File: src/rtl/equiv_check_sequencer_if.sv
// Stimulus/compare bundle between the equivalence sequencer (master) and the DUT pair plus observer (slave).
interface equiv_check_sequencer_if #(
   parameter int IN_W   = 2,
   parameter int OUT_W  = 1,
   parameter int MCNT_W = 16
);
   logic              start;
   logic [IN_W-1:0]   stim;
   logic [OUT_W-1:0]  golden_out;
   logic [OUT_W-1:0]  netlist_out;
   logic              busy;
   logic              done;
   logic              pass;
   logic              mismatch_pulse;
   logic [MCNT_W-1:0] mismatch_count;
   logic [31:0]       vec_count;
   logic [31:0]       first_fail_vec;

   modport master (
      input  start, golden_out, netlist_out,
      output stim, busy, done, pass, mismatch_pulse, mismatch_count, vec_count, first_fail_vec
   );

   modport slave (
      output start, golden_out, netlist_out,
      input  stim, busy, done, pass, mismatch_pulse, mismatch_count, vec_count, first_fail_vec
   );
endinterface

File: src/rtl/equiv_check_sequencer.sv
// Drives exhaustive then LFSR-random vectors into a golden/netlist pair and
// compares their outputs after a settle window; all outputs are registered.
module equiv_check_sequencer #(
   parameter int          IN_W          = 2,
   parameter int          OUT_W         = 1,
   parameter int          RAND_VECTORS  = 500,
   parameter int          SETTLE_CYCLES = 1,
   parameter logic [15:0] LFSR_SEED     = 16'hACE1,
   parameter int          MCNT_W        = 16
) (
   input  logic                    clk,
   input  logic                    reset,
   equiv_check_sequencer_if.master bus
);
   typedef enum logic [1:0] {S_IDLE, S_SETTLE, S_COMPARE, S_DONE} state_t;

   localparam int unsigned EXH   = 1 << IN_W;
   localparam logic [31:0] N_VEC = 32'(EXH) + 32'(RAND_VECTORS);
   localparam int          SC_W  = (SETTLE_CYCLES > 1) ? $clog2(SETTLE_CYCLES) : 1;
   localparam logic [SC_W-1:0] SETTLE_LOAD = SC_W'(SETTLE_CYCLES - 1);

   // Galois form of x^16+x^14+x^13+x^11+1, shifting right.
   function automatic logic [15:0] lfsr_step(input logic [15:0] v);
      return v[0] ? ((v >> 1) ^ 16'hB400) : (v >> 1);
   endfunction

   state_t            state_q, state_d;
   logic [SC_W-1:0]   settle_q, settle_d;
   logic [15:0]       lfsr_q, lfsr_d;
   logic [IN_W-1:0]   stim_q, stim_d;
   logic              busy_q, busy_d;
   logic              done_q, done_d;
   logic              pass_q, pass_d;
   logic              pulse_q, pulse_d;
   logic [MCNT_W-1:0] mcnt_q, mcnt_d;
   logic [31:0]       vec_q, vec_d;
   logic [31:0]       ffv_q, ffv_d;
   logic              mismatch;

   always_comb begin
      state_d  = state_q;
      settle_d = settle_q;
      lfsr_d   = lfsr_q;
      stim_d   = stim_q;
      busy_d   = busy_q;
      done_d   = done_q;
      pass_d   = pass_q;
      pulse_d  = 1'b0;
      mcnt_d   = mcnt_q;
      vec_d    = vec_q;
      ffv_d    = ffv_q;
      mismatch = 1'b0;
      case (state_q)
         S_IDLE, S_DONE: begin
            if (bus.start) begin
               state_d  = S_SETTLE;
               settle_d = SETTLE_LOAD;
               lfsr_d   = LFSR_SEED;
               stim_d   = '0;
               busy_d   = 1'b1;
               done_d   = 1'b0;
               pass_d   = 1'b0;
               mcnt_d   = '0;
               vec_d    = '0;
               ffv_d    = '0;
            end
         end
         S_SETTLE: begin
            if (settle_q == '0) state_d = S_COMPARE;
            else                settle_d = settle_q - 1'b1;
         end
         S_COMPARE: begin
            // Case inequality so an X/Z on either side counts as a failure.
            mismatch = (bus.golden_out !== bus.netlist_out);
            vec_d    = vec_q + 32'd1;
            if (mismatch) begin
               pulse_d = 1'b1;
               if (mcnt_q != '1) mcnt_d = mcnt_q + 1'b1;
               if (mcnt_q == '0) ffv_d = vec_q;
            end
            if (vec_d < N_VEC) begin
               state_d  = S_SETTLE;
               settle_d = SETTLE_LOAD;
               if (vec_d < 32'(EXH)) begin
                  stim_d = vec_d[IN_W-1:0];
               end else begin
                  lfsr_d = lfsr_step(lfsr_q);
                  stim_d = lfsr_d[IN_W-1:0];
               end
            end else begin
               state_d = S_DONE;
               busy_d  = 1'b0;
               done_d  = 1'b1;
               pass_d  = (mcnt_d == '0);
            end
         end
         default: state_d = S_IDLE;
      endcase
   end

   always_ff @(posedge clk) begin
      if (reset) begin
         state_q  <= S_IDLE;
         settle_q <= '0;
         lfsr_q   <= LFSR_SEED;
         stim_q   <= '0;
         busy_q   <= 1'b0;
         done_q   <= 1'b0;
         pass_q   <= 1'b0;
         pulse_q  <= 1'b0;
         mcnt_q   <= '0;
         vec_q    <= '0;
         ffv_q    <= '0;
      end else begin
         state_q  <= state_d;
         settle_q <= settle_d;
         lfsr_q   <= lfsr_d;
         stim_q   <= stim_d;
         busy_q   <= busy_d;
         done_q   <= done_d;
         pass_q   <= pass_d;
         pulse_q  <= pulse_d;
         mcnt_q   <= mcnt_d;
         vec_q    <= vec_d;
         ffv_q    <= ffv_d;
      end
   end

   assign bus.stim           = stim_q;
   assign bus.busy           = busy_q;
   assign bus.done           = done_q;
   assign bus.pass           = pass_q;
   assign bus.mismatch_pulse = pulse_q;
   assign bus.mismatch_count = mcnt_q;
   assign bus.vec_count      = vec_q;
   assign bus.first_fail_vec = ffv_q;
endmodule

File: src/flat_wrapper.sv
// flat-port wrapper written by rule: the top's interface ports become plain ports
module equiv_check_sequencer_flat 
#(
   parameter int          IN_W          = 2,
   parameter int          OUT_W         = 1,
   parameter int          RAND_VECTORS  = 500,
   parameter int          SETTLE_CYCLES = 1,
   parameter logic [15:0] LFSR_SEED     = 16'hACE1,
   parameter int          MCNT_W        = 16
)
  (clk, reset, bus_start, bus_golden_out, bus_netlist_out, bus_stim, bus_busy, bus_done, bus_pass, bus_mismatch_pulse, bus_mismatch_count, bus_vec_count, bus_first_fail_vec);
  equiv_check_sequencer_if #(.IN_W(IN_W), .OUT_W(OUT_W), .MCNT_W(MCNT_W)) bus_i ();
  input  logic clk;
  input  logic reset;
  input wire logic [$bits(bus_i.start)-1:0] bus_start;
  input wire logic [$bits(bus_i.golden_out)-1:0] bus_golden_out;
  input wire logic [$bits(bus_i.netlist_out)-1:0] bus_netlist_out;
  output wire logic [$bits(bus_i.stim)-1:0] bus_stim;
  output wire logic [$bits(bus_i.busy)-1:0] bus_busy;
  output wire logic [$bits(bus_i.done)-1:0] bus_done;
  output wire logic [$bits(bus_i.pass)-1:0] bus_pass;
  output wire logic [$bits(bus_i.mismatch_pulse)-1:0] bus_mismatch_pulse;
  output wire logic [$bits(bus_i.mismatch_count)-1:0] bus_mismatch_count;
  output wire logic [$bits(bus_i.vec_count)-1:0] bus_vec_count;
  output wire logic [$bits(bus_i.first_fail_vec)-1:0] bus_first_fail_vec;
  assign bus_i.start = bus_start;
  assign bus_i.golden_out = bus_golden_out;
  assign bus_i.netlist_out = bus_netlist_out;
  assign bus_stim = bus_i.stim;
  assign bus_busy = bus_i.busy;
  assign bus_done = bus_i.done;
  assign bus_pass = bus_i.pass;
  assign bus_mismatch_pulse = bus_i.mismatch_pulse;
  assign bus_mismatch_count = bus_i.mismatch_count;
  assign bus_vec_count = bus_i.vec_count;
  assign bus_first_fail_vec = bus_i.first_fail_vec;
  equiv_check_sequencer #(.IN_W(IN_W), .OUT_W(OUT_W), .RAND_VECTORS(RAND_VECTORS), .SETTLE_CYCLES(SETTLE_CYCLES), .LFSR_SEED(LFSR_SEED), .MCNT_W(MCNT_W)) u_core (.clk(clk), .reset(reset), .bus(bus_i));
endmodule
File: config.mk
export PLATFORM = sky130hd
export DESIGN_NAME = equiv_check_sequencer_flat
export DESIGN_NICKNAME = d
export VERILOG_FILES = /design/src/rtl/equiv_check_sequencer_if.sv /design/src/rtl/equiv_check_sequencer.sv /design/src/flat_wrapper.sv
export SDC_FILE = /design/constraint.sdc
export NUM_CORES = 1
export LEC_CHECK = 0
export ABC_AREA = 1
export BUFFER_PORTS_ARGS = -buffer_cell sky130_fd_sc_hd__buf_4
export CELL_PAD_IN_SITES_DETAIL_PLACEMENT = 2
export CELL_PAD_IN_SITES_GLOBAL_PLACEMENT = 2
export CORE_UTILIZATION = 31
export DETAILED_ROUTE_END_ITERATION = 16
export PLACE_DENSITY = 0.87
export REMOVE_ABC_BUFFERS = 1
export SLEW_MARGIN = 20
export SYNTH_ARGS = -nofsm -noshare
export SYNTH_HDL_FRONTEND = slang
export SYNTH_SLANG_ARGS = --single-unit
File: constraint.sdc
create_clock -name clk -period 3.2 [get_ports clk]
set_clock_uncertainty 0.2 [all_clocks]
set_input_delay 0 -clock clk [delete_from_list [all_inputs] [get_ports clk]]
set_output_delay 0 -clock clk [all_outputs]
set_load 0.01 [all_outputs]
==> impl_summary.md, run 1 <==
Outcome
The run finished with clean final reports.

Synth
The cell area that synthesis handed to floorplanning was 5900 sq um. In this run, synthesis produced a sequential element count of 104. During synthesis, Yosys emitted a total of 0 warnings. Counting every instance in the synthesized netlist gives 900. The distinct cell type count after synthesis is 38. The mean post-synth cell area is 6.55 sq um. Sequential cells were found to cover 35.3% of the synthesized design area.

Clock network
The total number of clock tree sinks is 104. CTS built an H-tree with a depth of 3. After clock tree synthesis, the clock-pin slew on the worst setup and hold paths is 0.08 ns.

CTS placed an instance of sky130_fd_sc_hd__clkbuf_16 at the clock tree root. The TritonCTS clock tree is yes. The clock latency of the later-clocked register in the worst-skew pair is 0.37 ns. The maximum buffer depth of the clock tree is 2. The total clock buffers created by CTS is 9.

Power and ir drop
Combinational logic is responsible for 15.9% of the overall power. The net switching fraction of the power is 30.8%. The share of total power dissipated in the clock network is 39.1%. The share of total power dissipated in sequential elements is 44.9%. The highest ir drop seen on vdd is 289 uV. In this run the power spent charging and discharging nets is 948 uW. The leakage component of the power is 3.02 nW. Dividing total power by cell area gives a power density of 419 nW/um^2. The internal power consumption is 2.13 mW.

Worst setup path
The launch point of the critical path is u_core.bus.vec_count[0]. For the worst setup path, the data arrival time is 3.20 ns. The setup slack of the most critical reg-to-reg path is 0.12 ns. The category of the worst setup path launch point is a register.

The reg-to-reg startpoint is u_core.bus.vec_count[0]. In this run the worst path has a maximum fanout of 8. The kind of capture point of the worst setup path is a register. At the worst endpoint, the required time is 3.32 ns. The critical path class is reg2reg. The endpoint identified for the worst register-to-register timing path is u_core.lfsr_q[9]. The number of cells on the worst reg-to-reg path is 18.

Drt
The final layout contains routed wiring with a total length of 25.3 mm. The count of unresolved DRC violations after routing is 0. The ratio of routed vias to standard cells is 5.30. The via count is 6551. The remaining number of nets flagged by the antenna check after routing is 0.

The routed wirelength normalized by instance count is 20.4 um. The top layer reached by signal wires is met4. The post-route met1 wirelength is 10.6 mm. The first-pass detailed-route iteration total is 4. The wire length on met2 is 13.0 mm. The count of routing violations after the opening detailed-route iteration is 239. Wire segments on met3 add up to 964 um in the final route.

Hold path
The worst hold-check path type is in2reg. The source of the worst hold timing path is bus_golden_out. The worst hold path was traced through 5 stages.

The capture endpoint of the worst hold path is u_core.bus.mismatch_pulse.

Die
Measured along the y axis, the die boundary spans 140 um. The placeable core region is 18700 sq um. In this run the core area contains 50 standard-cell rows. The die extent in x is 140 um. The floorplan die area is 19600 sq um. The effective utilization at floorplan is 31.5%. 91 I/O pins were placed.

Layout
The count of nets after finishing is 1008. The top cell types in the final layout, fill and taps aside, are sky130_fd_sc_hd__nand2_1, sky130_fd_sc_hd__inv_1, sky130_fd_sc_hd__buf_4. The count of inserted antenna diode cells is 0. The most common library cell in the layout ignoring fill and taps is sky130_fd_sc_hd__nand2_1. After routing the design area is 7350 sq um. The post-route netlist has 19.2% of its cells at a drive strength greater than 1. The area growth from synthesis to layout is 24.6%.

STA
The final sum of negative setup slack is 0 ns. The final hold violation count came to 0. The normalized max-slew margin is 63.4%. The slew at the pin closest to its max-slew limit is 0.549 ns. The final critical-path required period is 3.08 ns.

The count of final max-slew check failures is 0. Dividing the final minimum period by the clock period gives 96.3%. Setup violations remaining at the end of the flow were counted as 0. Timing would allow up to 325 MHz.

Place
Buffers placed on the I/O ports in this run total 90. Routability-driven placement finished with a final weighted congestion of 0.872. The placed instances occupy a cell area of 6890 sq um. The HPWL after detailed placement is 17.2 mm.

GRT
The number of antenna violations at the first check in global routing was 0. The overall overflow remaining after global route is 0. Entering global routing, the biggest net connects 44 pins. The via count of the first global-routing pass came to 7130. For this run, the total global-route usage over all layers was measured as 25.7%. The global-route wire length before repair is 38.9 mm.

Run
The number of max-capacitance violations reported is 0.
[state kept, by name, indices dropped and copies added (netlist names)]
signal                     cells
u_core.bus.first_fail_vec     32
u_core.bus.vec_count          32
u_core.bus.mismatch_count     16
u_core.lfsr_q                 16
u_core.bus.stim                2
u_core.state_q                 2
u_core.bus.busy                1
u_core.bus.done                1
u_core.bus.mismatch_pulse      1
u_core.bus.pass                1
[power by group through the flow]
| stage | combinational, mW | sequential (mW) | clock (mW) |
|---|---|---|---|
| 4_1_cts | 0.484 | 1.38 | 1.22 |
| 3_5_place_dp | 0.460 | 1.41 | 0 |
| 2_1_floorplan | 0.259 | 1.41 | 0 |
| 6_report | 0.491 | 1.38 | 1.21 |
| 5_1_grt | 0.540 | 1.39 | 1.26 |
| 3_3_place_gp | 0.442 | 1.41 | 0 |
[cell families after synthesis]
kind of cell,count (synthesis),synth area share [%]
AO/OA/AOI/OAI,110,11.1
XOR/XNOR,19,2.82
adder cells (fa/ha/maj),5,1.06
buffers and inverters,158,10.3
flip-flops,104,35.3
AND/OR/NAND/NOR,504,39.4
[repair_timing]
action	in CTS	in global routing
buffers inserted	0	6
resized for setup	1	10
gates cloned	0	2
hold buffers	4	0
pin swaps	0	6
setup endpoints to repair	7	19
hold endpoints to repair	28	0
[layer usage]
layer  GRT usage, %  vias to the layer above
met5              0                        -
met4           10.4                        0
met3           4.24                       48
met2           47.5                      138
met1           29.4                     3273
li1               -                     3092
[critical path: stages, from the launching register on]
cell and delay (ns):
sky130_fd_sc_hd__dfxtp_1 0.41, sky130_fd_sc_hd__ha_4 0.19, sky130_fd_sc_hd__nand2_2 0.07, sky130_fd_sc_hd__nor2_4 0.23
sky130_fd_sc_hd__buf_4 0.16, sky130_fd_sc_hd__nand3_2 0.10, sky130_fd_sc_hd__nor2_4 0.16, sky130_fd_sc_hd__nand3_1 0.12
sky130_fd_sc_hd__nand2_1 0.09, sky130_fd_sc_hd__nand2_1 0.05, sky130_fd_sc_hd__inv_1 0.07, sky130_fd_sc_hd__nand2_1 0.09
sky130_fd_sc_hd__nor2_4 0.22, sky130_fd_sc_hd__buf_12 0.14, sky130_fd_sc_hd__nand4_4 0.16, sky130_fd_sc_hd__buf_4 0.23
sky130_fd_sc_hd__nand4_1 0.11, sky130_fd_sc_hd__nand2_1 0.10, sky130_fd_sc_hd__nor2_2 0.09
[per-stage QoR]
stage,hold slack [ns],cells,utilization [%],total power [mW],worst slack [ns]
CTS,0.0127,1229,38.7,3.09,0.0246
finish,0.0409,1237,39.3,3.08,0.119
floorplan,-0.131,865,-,1.67,-2.16
global placement,0.145,1209,36.8,1.85,0.277
detailed placement,0.150,1209,36.8,1.87,0.155
global route,0.121,1237,39.3,3.19,-0.0922
[worst max path at each step]
stage                               to  slack [ns]
floorplan              u_core.bus.pass       -2.16
global placement     u_core.lfsr_q[12]        0.28
detailed placement    u_core.lfsr_q[4]        0.15
CTS                    u_core.bus.pass        0.02
global route        u_core.bus.stim[1]       -0.09
finish                u_core.lfsr_q[9]        0.12
[cells in the mapped netlist, drive strengths merged]
master | instances | area (sq um)
nor3 | 8 | 40.0
clkbuf | 23 | 86.3
a21o | 1 | 7.51
o32ai | 20 | 175
o21a | 2 | 15.0
a21oi | 52 | 260
dfxtp | 104 | 2080
nor2 | 105 | 518
o211ai | 1 | 7.51
a2bb2oi | 1 | 8.76
xnor2 | 1 | 8.76
or2 | 3 | 18.8
nor4b | 1 | 8.76
inv | 120 | 450
o21ai | 19 | 95.1
clkinv | 3 | 11.3
nand4 | 30 | 203
nor4 | 1 | 6.26
nand2 | 284 | 1120
nand3 | 68 | 375
xor2 | 18 | 158
ha | 5 | 62.6
buf | 12 | 60.1
o22ai | 14 | 87.6
nand3b | 4 | 30.0
[final cells by class]
| cell class | instances | area (sq um) |
|---|---|---|
| flip-flops and latches | 104 | 2090 |
| repair buffers | 120 | 936 |
| clock buffers | 10 | 239 |
| multi-input cells | 640 | 3260 |
| inverters | 123 | 465 |
| well taps | 234 | 293 |
| clock inverters | 6 | 67.6 |
| fillers | 2257 | 11400 |
Power figures use the tool's default switching activity.
==> run 2, diff against run 1 <==
--- a/config.mk
+++ b/config.mk
@@ -12,7 +12,6 @@
 export CORE_UTILIZATION = 31
 export DETAILED_ROUTE_END_ITERATION = 16
 export PLACE_DENSITY = 0.87
-export REMOVE_ABC_BUFFERS = 1
 export SLEW_MARGIN = 20
 export SYNTH_ARGS = -nofsm -noshare
 export SYNTH_HDL_FRONTEND = slang
==> run 2 against run 1 <==
  * Wire length fell by 7.1%
  * Sequential share of layout area grew 0.32 points
  * Combinational power shrank 7.5%
==> impl_summary.md, run 2 (synthesis results as in run 1) <==
Outcome
The run finished with clean final reports.

Layout
The count of nets after finishing is 1001 (-0.69%). The post-synthesis to final-layout area growth is 23.0%. The count of inserted antenna diode cells is 0 (unchanged). The area used by multi-input combinational logic is 3210 sq um (-1.5%).

The total of fill cells in the finished design was 2255 (-0.089%). The share of final-layout standard cells stronger than drive strength 1 is 17.9% (-1.4 points). In the layout the commonest cells are sky130_fd_sc_hd__nand2_1, sky130_fd_sc_hd__inv_1, sky130_fd_sc_hd__buf_4. The storage element area was 2080 sq um (-0.18%). The library cell used most frequently in the layout, excluding fill and tap cells, is sky130_fd_sc_hd__nand2_1.

Die
The placeable core region is 18700 sq um (unchanged). The die extent in y is 140 um (unchanged). The number of cell rows is 50 (unchanged). The floorplan die area came to 19600 sq um (unchanged). The number of top-level pins was 91 (unchanged). The die extent in x is 140 um (unchanged).

The effective utilization at floorplan is 31.5% (unchanged).

Worst setup path
The buffer and inverter count on the worst path was 0 (-4). The critical path's most frequent cell is sky130_fd_sc_hd__nand2_1. The setup slack of the most critical reg-to-reg path came to 0.17 ns (+0.05 ns).

The category of the worst setup path launch point is a register. The setup path with the least slack is of type reg2reg. STA classifies the critical path endpoint as a register.

The highest cell delay on the worst timing path came to 0.49 ns (+0.08 ns). The number of cells on the critical path is 15 (-3). The data arrival time of the worst path is 3.07 ns (-0.13 ns).

The worst-path maximum fanout is 16 (+8). The largest individual stage delay along the critical path comes from the cell sky130_fd_sc_hd__dfxtp_1. The depth of the worst register-to-register path is 15 (-3). Traced cell by cell, the critical path runs through nand2_2, nor2_1, nand2_1, nor2_1, nand2_1, nand2_1, nand2_1, nor2_1, nand2_1, nor2_4, nand3_4, nand2_4, nand3_4, nand2_1, nand3_1.

The worst path required time came to 3.24 ns (-0.08 ns). The family of cells with the greatest summed delay on the critical path is simple AND/OR/NAND/NOR gates.

Drt
The detailed-route wire length was 23.5 mm (-7.1%). The remaining number of nets flagged by the antenna check after routing is 0 (unchanged). The first-pass detailed-route iteration total is 6 (+2).

The ratio of routed vias to standard cells was 5.21 (-1.6%). The count of routing violations after the opening detailed-route iteration is 311 (+30%). The count of unresolved DRC violations after routing is 0 (unchanged). The via count is 6411 (-2.1%). The routed wirelength normalized by instance count is 19.1 um (-6.6%).

GRT
The global-route wire length before repair is 37.7 mm (-3.1%). The overall overflow remaining after global route was 0 (unchanged). The largest net degree at the start of global routing is 71 (+61%). The all-layer global routing usage was 24.6% (-1.1 points).

The via count of the first global-routing pass came to 6834 (-4.2%). The number of antenna violations at the first check in global routing is 0 (unchanged).

Place
The final HPWL from detailed placement is 16.7 mm (-2.9%). The number of port buffers is 90 (unchanged). The routability congestion estimate is 0.835 (-4.2%).

STA
The share of the clock period used by the worst path after layout was 94.6% (-1.7 points). The count of final max-slew check failures is 0 (unchanged). Setup repair after global routing left no endpoint under its margin. The slew at the pin closest to its max-slew limit is 0.823 ns (+0.274 ns).

The normalized max-slew margin was 45.1% (-18 points). The final critical-path required period is 3.03 ns (-0.0537 ns). The final sum of negative setup slack is 0 ns (unchanged). The final hold violation count is 0 (unchanged). The maximum clock rate came to 330 MHz (+1.8%). The final setup violation count is 0 (unchanged).

Power and ir drop
The power density over the cells is 435 nW/um^2 (+3.7%). The highest ir drop seen on vdd is 247 uV (-14%). The sum of internal, switching and leakage power is 3.16 mW (+2.4%). The leakage component of the power was 3.01 nW (-0.46%).

Clock network
The H-tree depth is 3 (unchanged). TritonCTS built the clock tree. The clock-pin slew reported for the worst setup and hold paths after clock tree synthesis is 0.08 ns (about the same).

The clock latency of the later-clocked register in the worst-skew pair is 0.37 ns (about the same). The total clock buffers created by CTS was 9 (unchanged). The buffer cell driving the clock tree root is sky130_fd_sc_hd__clkbuf_16.

The maximum buffer depth of the clock tree came to 2 (unchanged). The total number of clock tree sinks is 104 (unchanged).

Hold path
The worst hold-check path type is in2reg. The number of cells on the worst hold path is 4 (-1).

Run
The number of max-capacitance violations reported is 0 (unchanged).

Synth
The number of nets in the synthesized netlist is 910.
[run 2: cell type report]
cell class                 count  area share, %
multi-input combinational    638           44.3
sequential                   104           28.7
timing repair buffer         115           12.0
inverter                     123           6.36
tap                          234           4.04
clock buffer                  11           3.21
clock inverter                 5           1.43
[run 2: worst paths after layout]
check | to | startpoint
worst min register to register | u_core.lfsr_q[6] | u_core.lfsr_q[6]
worst min-delay path | u_core.bus.mismatch_pulse | bus_netlist_out
worst max register to register | u_core.lfsr_q[7] | u_core.bus.vec_count[6]
worst max-delay path | u_core.lfsr_q[7] | u_core.bus.vec_count[6]
[run 2: timing repair]
item                                    CTS  global route
hold buffers                              2             0
endpoints found under the hold margin    27             0
buffers inserted                          0             1
endpoints found under the setup margin    0            18
resized for setup                         0             1
[run 2: through the flow]
step	instances	hold slack (ns)	instance area [sq um]	setup slack, ns	utilization (%)
floorplan	900	-0.000100	5900	0.579	-
global placement	1211	0.147	6890	0.343	36.8
detailed placement	1211	0.168	6890	0.205	36.8
CTS	1229	0.0262	7250	0.123	38.7
global route	1230	0.0560	7260	0.00756	38.8
finish	1230	0.00639	7260	0.172	38.8
[run 2: metal layers]
metal,global-route usage [%],up-vias,routed length (um)
li1,-,3070,-
met1,31.6,3193,10800
met2,42.4,114,11300
met3,3.38,34,865
met4,8.16,0,493
met5,0,-,0
[run 2: power breakdown]
group	internal (mW)	switching (mW)	total, mW	leakage [nW]
Combinational	0.142	0.312	0.454	2.00
Clock	0.769	0.553	1.32	0.164
Sequential	1.35	0.0338	1.38	0.843
[run 2: worst register-to-register path, cell delays in order (launching register included)]
cell	delay (ns)
sky130_fd_sc_hd__dfxtp_1	0.49
sky130_fd_sc_hd__nand2_2	0.13
sky130_fd_sc_hd__nor2_1	0.23
sky130_fd_sc_hd__nand2_1	0.09
sky130_fd_sc_hd__nor2_1	0.28
sky130_fd_sc_hd__nand2_1	0.09
sky130_fd_sc_hd__nand2_1	0.06
sky130_fd_sc_hd__nand2_1	0.11
sky130_fd_sc_hd__nor2_1	0.15
sky130_fd_sc_hd__nand2_1	0.13
sky130_fd_sc_hd__nor2_4	0.19
sky130_fd_sc_hd__nand3_4	0.12
sky130_fd_sc_hd__nand2_4	0.15
sky130_fd_sc_hd__nand3_4	0.21
sky130_fd_sc_hd__nand2_1	0.16
sky130_fd_sc_hd__nand3_1	0.10
==> run 3, diff against run 2 <==
--- a/config.mk
+++ b/config.mk
@@ -9,6 +9,7 @@
 export BUFFER_PORTS_ARGS = -buffer_cell sky130_fd_sc_hd__buf_4
 export CELL_PAD_IN_SITES_DETAIL_PLACEMENT = 2
 export CELL_PAD_IN_SITES_GLOBAL_PLACEMENT = 2
+export CORE_MARGIN = 1.5
 export CORE_UTILIZATION = 31
 export DETAILED_ROUTE_END_ITERATION = 16
 export PLACE_DENSITY = 0.87
==> run 3 against run 2 <==
  * Critical endpoint is now u_core.lfsr_q[10]
  * Critical path type unchanged
  * Sequential share of layout area shrank 0.27 points
  * Critical path depth shrank 1
  * Clock power grew 4%
  * Final cell count grew 0.24%
==> impl_summary.md, run 3 (synthesis results as in run 1) <==
Outcome
The run finished with clean final reports.

Layout
In the layout the commonest cells are sky130_fd_sc_hd__nand2_1, sky130_fd_sc_hd__inv_1, sky130_fd_sc_hd__buf_4. The area used by multi-input combinational logic came to 3240 sq um (+0.90%). The count of nets after finishing came to 1004 (+0.30%). The library cell used most frequently in the layout, excluding fill and tap cells, is sky130_fd_sc_hd__nand2_1. The post-synthesis to final-layout area growth is 24.2%. The storage element area came to 2080 sq um (about the same). The count of placed standard cells in the final layout, fillers left out came to 1233 (+0.24%). The count of inserted antenna diode cells is 0 (unchanged). The share of final-layout standard cells stronger than drive strength 1 came to 18.3% (+0.45 points). The total of fill cells in the finished design is 2277 (+0.98%). The post-route cell area was 7330 sq um (+1.0%).

Clock network
The clock latency of the later-clocked register in the worst-skew pair is 0.36 ns (about the same). The total clock buffers created by CTS is 9 (unchanged). The maximum buffer depth of the clock tree was 2 (unchanged). The clock-pin slew reported for the worst setup and hold paths after clock tree synthesis is 0.08 ns (about the same). The H-tree depth is 3 (unchanged). The tree is rooted in a sky130_fd_sc_hd__clkbuf_16. The total number of clock tree sinks is 104 (unchanged). TritonCTS built the clock tree.

Drt
The ratio of routed vias to standard cells is 5.18 (-0.52%). The detailed-route wire length is 23.4 mm (-0.46%). The count of unresolved DRC violations after routing was 0 (unchanged). The first-pass detailed-route iteration total is 4 (-2).

The remaining number of nets flagged by the antenna check after routing is 0 (unchanged). The top layer reached by signal wires is met4. The count of routing violations after the opening detailed-route iteration is 300 (-3.5%). The via count is 6393 (-0.28%). The wire length on met3 is 886 um (+2.4%). The wire length on met2 was 11.4 mm (+1.3%). The post-route met1 wirelength is 10.7 mm (-1.6%). The routed wirelength normalized by instance count is 19.0 um (-0.70%).

Die
The die extent in x is 141 um (+0.71%). The effective utilization at floorplan was 31.5% (unchanged). The number of top-level pins is 91 (unchanged). The die extent in y was 141 um (+0.71%).

The placeable core region is 18700 sq um (unchanged). The floorplan die area is 19900 sq um (+1.4%). The number of cell rows is 50 (unchanged).

STA
The final setup violation count came to 0 (unchanged). The final sum of negative setup slack came to 0 ns (unchanged). The maximum clock rate is 337 MHz (+2.0%).

Setup repair after global routing left no endpoint under its margin. The normalized max-slew margin is 45.7% (+0.56 points). The final hold violation count was 0 (unchanged). The share of the clock period used by the worst path after layout is 92.8% (-1.8 points).

The slew at the pin closest to its max-slew limit is 0.815 ns (-0.00846 ns). The count of final max-slew check failures was 0 (unchanged). The final critical-path required period was 2.97 ns (-0.0591 ns).

Power and ir drop
The highest ir drop seen on vdd is 250 uV (+1.0%). The combinational power share is 14.6% (+0.2 points). The net switching fraction of the power is 28.1% (-0.32 points). The internal power consumption is 2.31 mW (+2.4%). The sum of internal, switching and leakage power is 3.22 mW (+2.0%). The power density over the cells is 439 nW/um^2 (+0.97%). The leakage component of the power is 3.01 nW (+0.19%). The switching component of the power is 906 uW (+0.83%).

The proportion of power drawn by flip-flops and latches is 42.8% (-0.9 points). The fraction of power consumed by the clock network was 42.5% (+0.6 points).

Worst setup path
The kind of capture point of the worst setup path is a register. The depth of the worst register-to-register path is 14 (-1). The worst path required time came to 3.25 ns (about the same). The data arrival time of the worst path is 3.01 ns (-0.06 ns).

The setup slack of the most critical reg-to-reg path is 0.23 ns (+0.06 ns). The critical path class is reg2reg. The category of the worst setup path launch point is a register. The worst-path maximum fanout is 12 (-4).

GRT
The via count of the first global-routing pass is 6851 (+0.25%). The largest net degree at the start of global routing is 71 (unchanged). The number of antenna violations at the first check in global routing is 0 (unchanged). The all-layer global routing usage is 24.2% (-0.43 points). The global-route wire length before repair came to 37.5 mm (-0.55%). The overall overflow remaining after global route came to 0 (unchanged).

Place
The cell area after placement is 6890 sq um (unchanged). The routability congestion estimate came to 0.824 (-1.4%). The number of placed instances with taps included is 1211 (unchanged). The number of port buffers is 90 (unchanged). The final HPWL from detailed placement came to 16.9 mm (+1.2%).

Synth
The number of nets in the synthesized netlist is 910 (unchanged).

Hold path
The worst hold-check path type is in2reg. The number of cells on the worst hold path was 5 (+1).

Run
The number of max-capacitance violations reported is 0 (unchanged).
## run 3: power groups by stage
stage          sequential [mW]  combinational, mW  clock, mW
3_5_place_dp              1.41              0.458          0
4_1_cts                   1.38              0.468       1.40
3_3_place_gp              1.41              0.438          0
6_report                  1.38              0.470       1.37
2_1_floorplan             1.41              0.294          0
5_1_grt                   1.38              0.525       1.45
## run 3: worst max-delay path: stages (launching register included)
cell and delay (ns):
sky130_fd_sc_hd__dfxtp_1 0.46, sky130_fd_sc_hd__nand2_1 0.19, sky130_fd_sc_hd__nor2_4 0.24, sky130_fd_sc_hd__nand2_2 0.12
sky130_fd_sc_hd__nor2_1 0.23, sky130_fd_sc_hd__nand2_1 0.09, sky130_fd_sc_hd__nand2_1 0.07, sky130_fd_sc_hd__nand2_1 0.08
sky130_fd_sc_hd__nor2_1 0.16, sky130_fd_sc_hd__nand2_2 0.11, sky130_fd_sc_hd__nor2_8 0.17, sky130_fd_sc_hd__nand4_4 0.26
sky130_fd_sc_hd__buf_4 0.27, sky130_fd_sc_hd__nand4_1 0.11, sky130_fd_sc_hd__nand3_1 0.10
## run 3: per-layer routing
layer | up-vias | GRT usage (%)
met3 | 22 | 3.40
met5 | - | 0
met4 | 0 | 7.89
met2 | 106 | 41.6
li1 | 3076 | -
met1 | 3189 | 31.3
## run 3: repair_timing
item	in CTS	in global routing
resized for setup	0	6
endpoints found under the hold margin	7	0
hold buffers	4	0
setup buffers	0	1
endpoints found under the setup margin	0	19
## run 3: path summary, 6_finish.rpt
check                           startpoint                            end
max                u_core.bus.vec_count[4]              u_core.lfsr_q[10]
min reg2reg  u_core.bus.first_fail_vec[21]  u_core.bus.first_fail_vec[21]
max reg2reg        u_core.bus.vec_count[4]              u_core.lfsr_q[10]
min                         bus_golden_out      u_core.bus.mismatch_pulse
## run 3: cell type report
type | instances | share of cell area [%]
sequential | 104 | 28.4
tap | 234 | 4.00
inverter | 123 | 6.35
timing repair buffer | 117 | 12.1
multi-input combinational | 639 | 44.3
clock buffer | 12 | 3.50
clock inverter | 4 | 1.35
## run 3: stage by stage
step / hold slack (ns) / util [%] / setup WS [ns]
2_1_floorplan: -0.000100 / - / 0.579
3_3_place_gp: 0.142 / 36.8 / 0.267
6_report: 0.0665 / 39.2 / 0.232
3_5_place_dp: 0.160 / 36.8 / 0.126
4_1_cts: 0.0300 / 38.9 / 0.102
5_1_grt: 0.134 / 39.2 / 0.00568
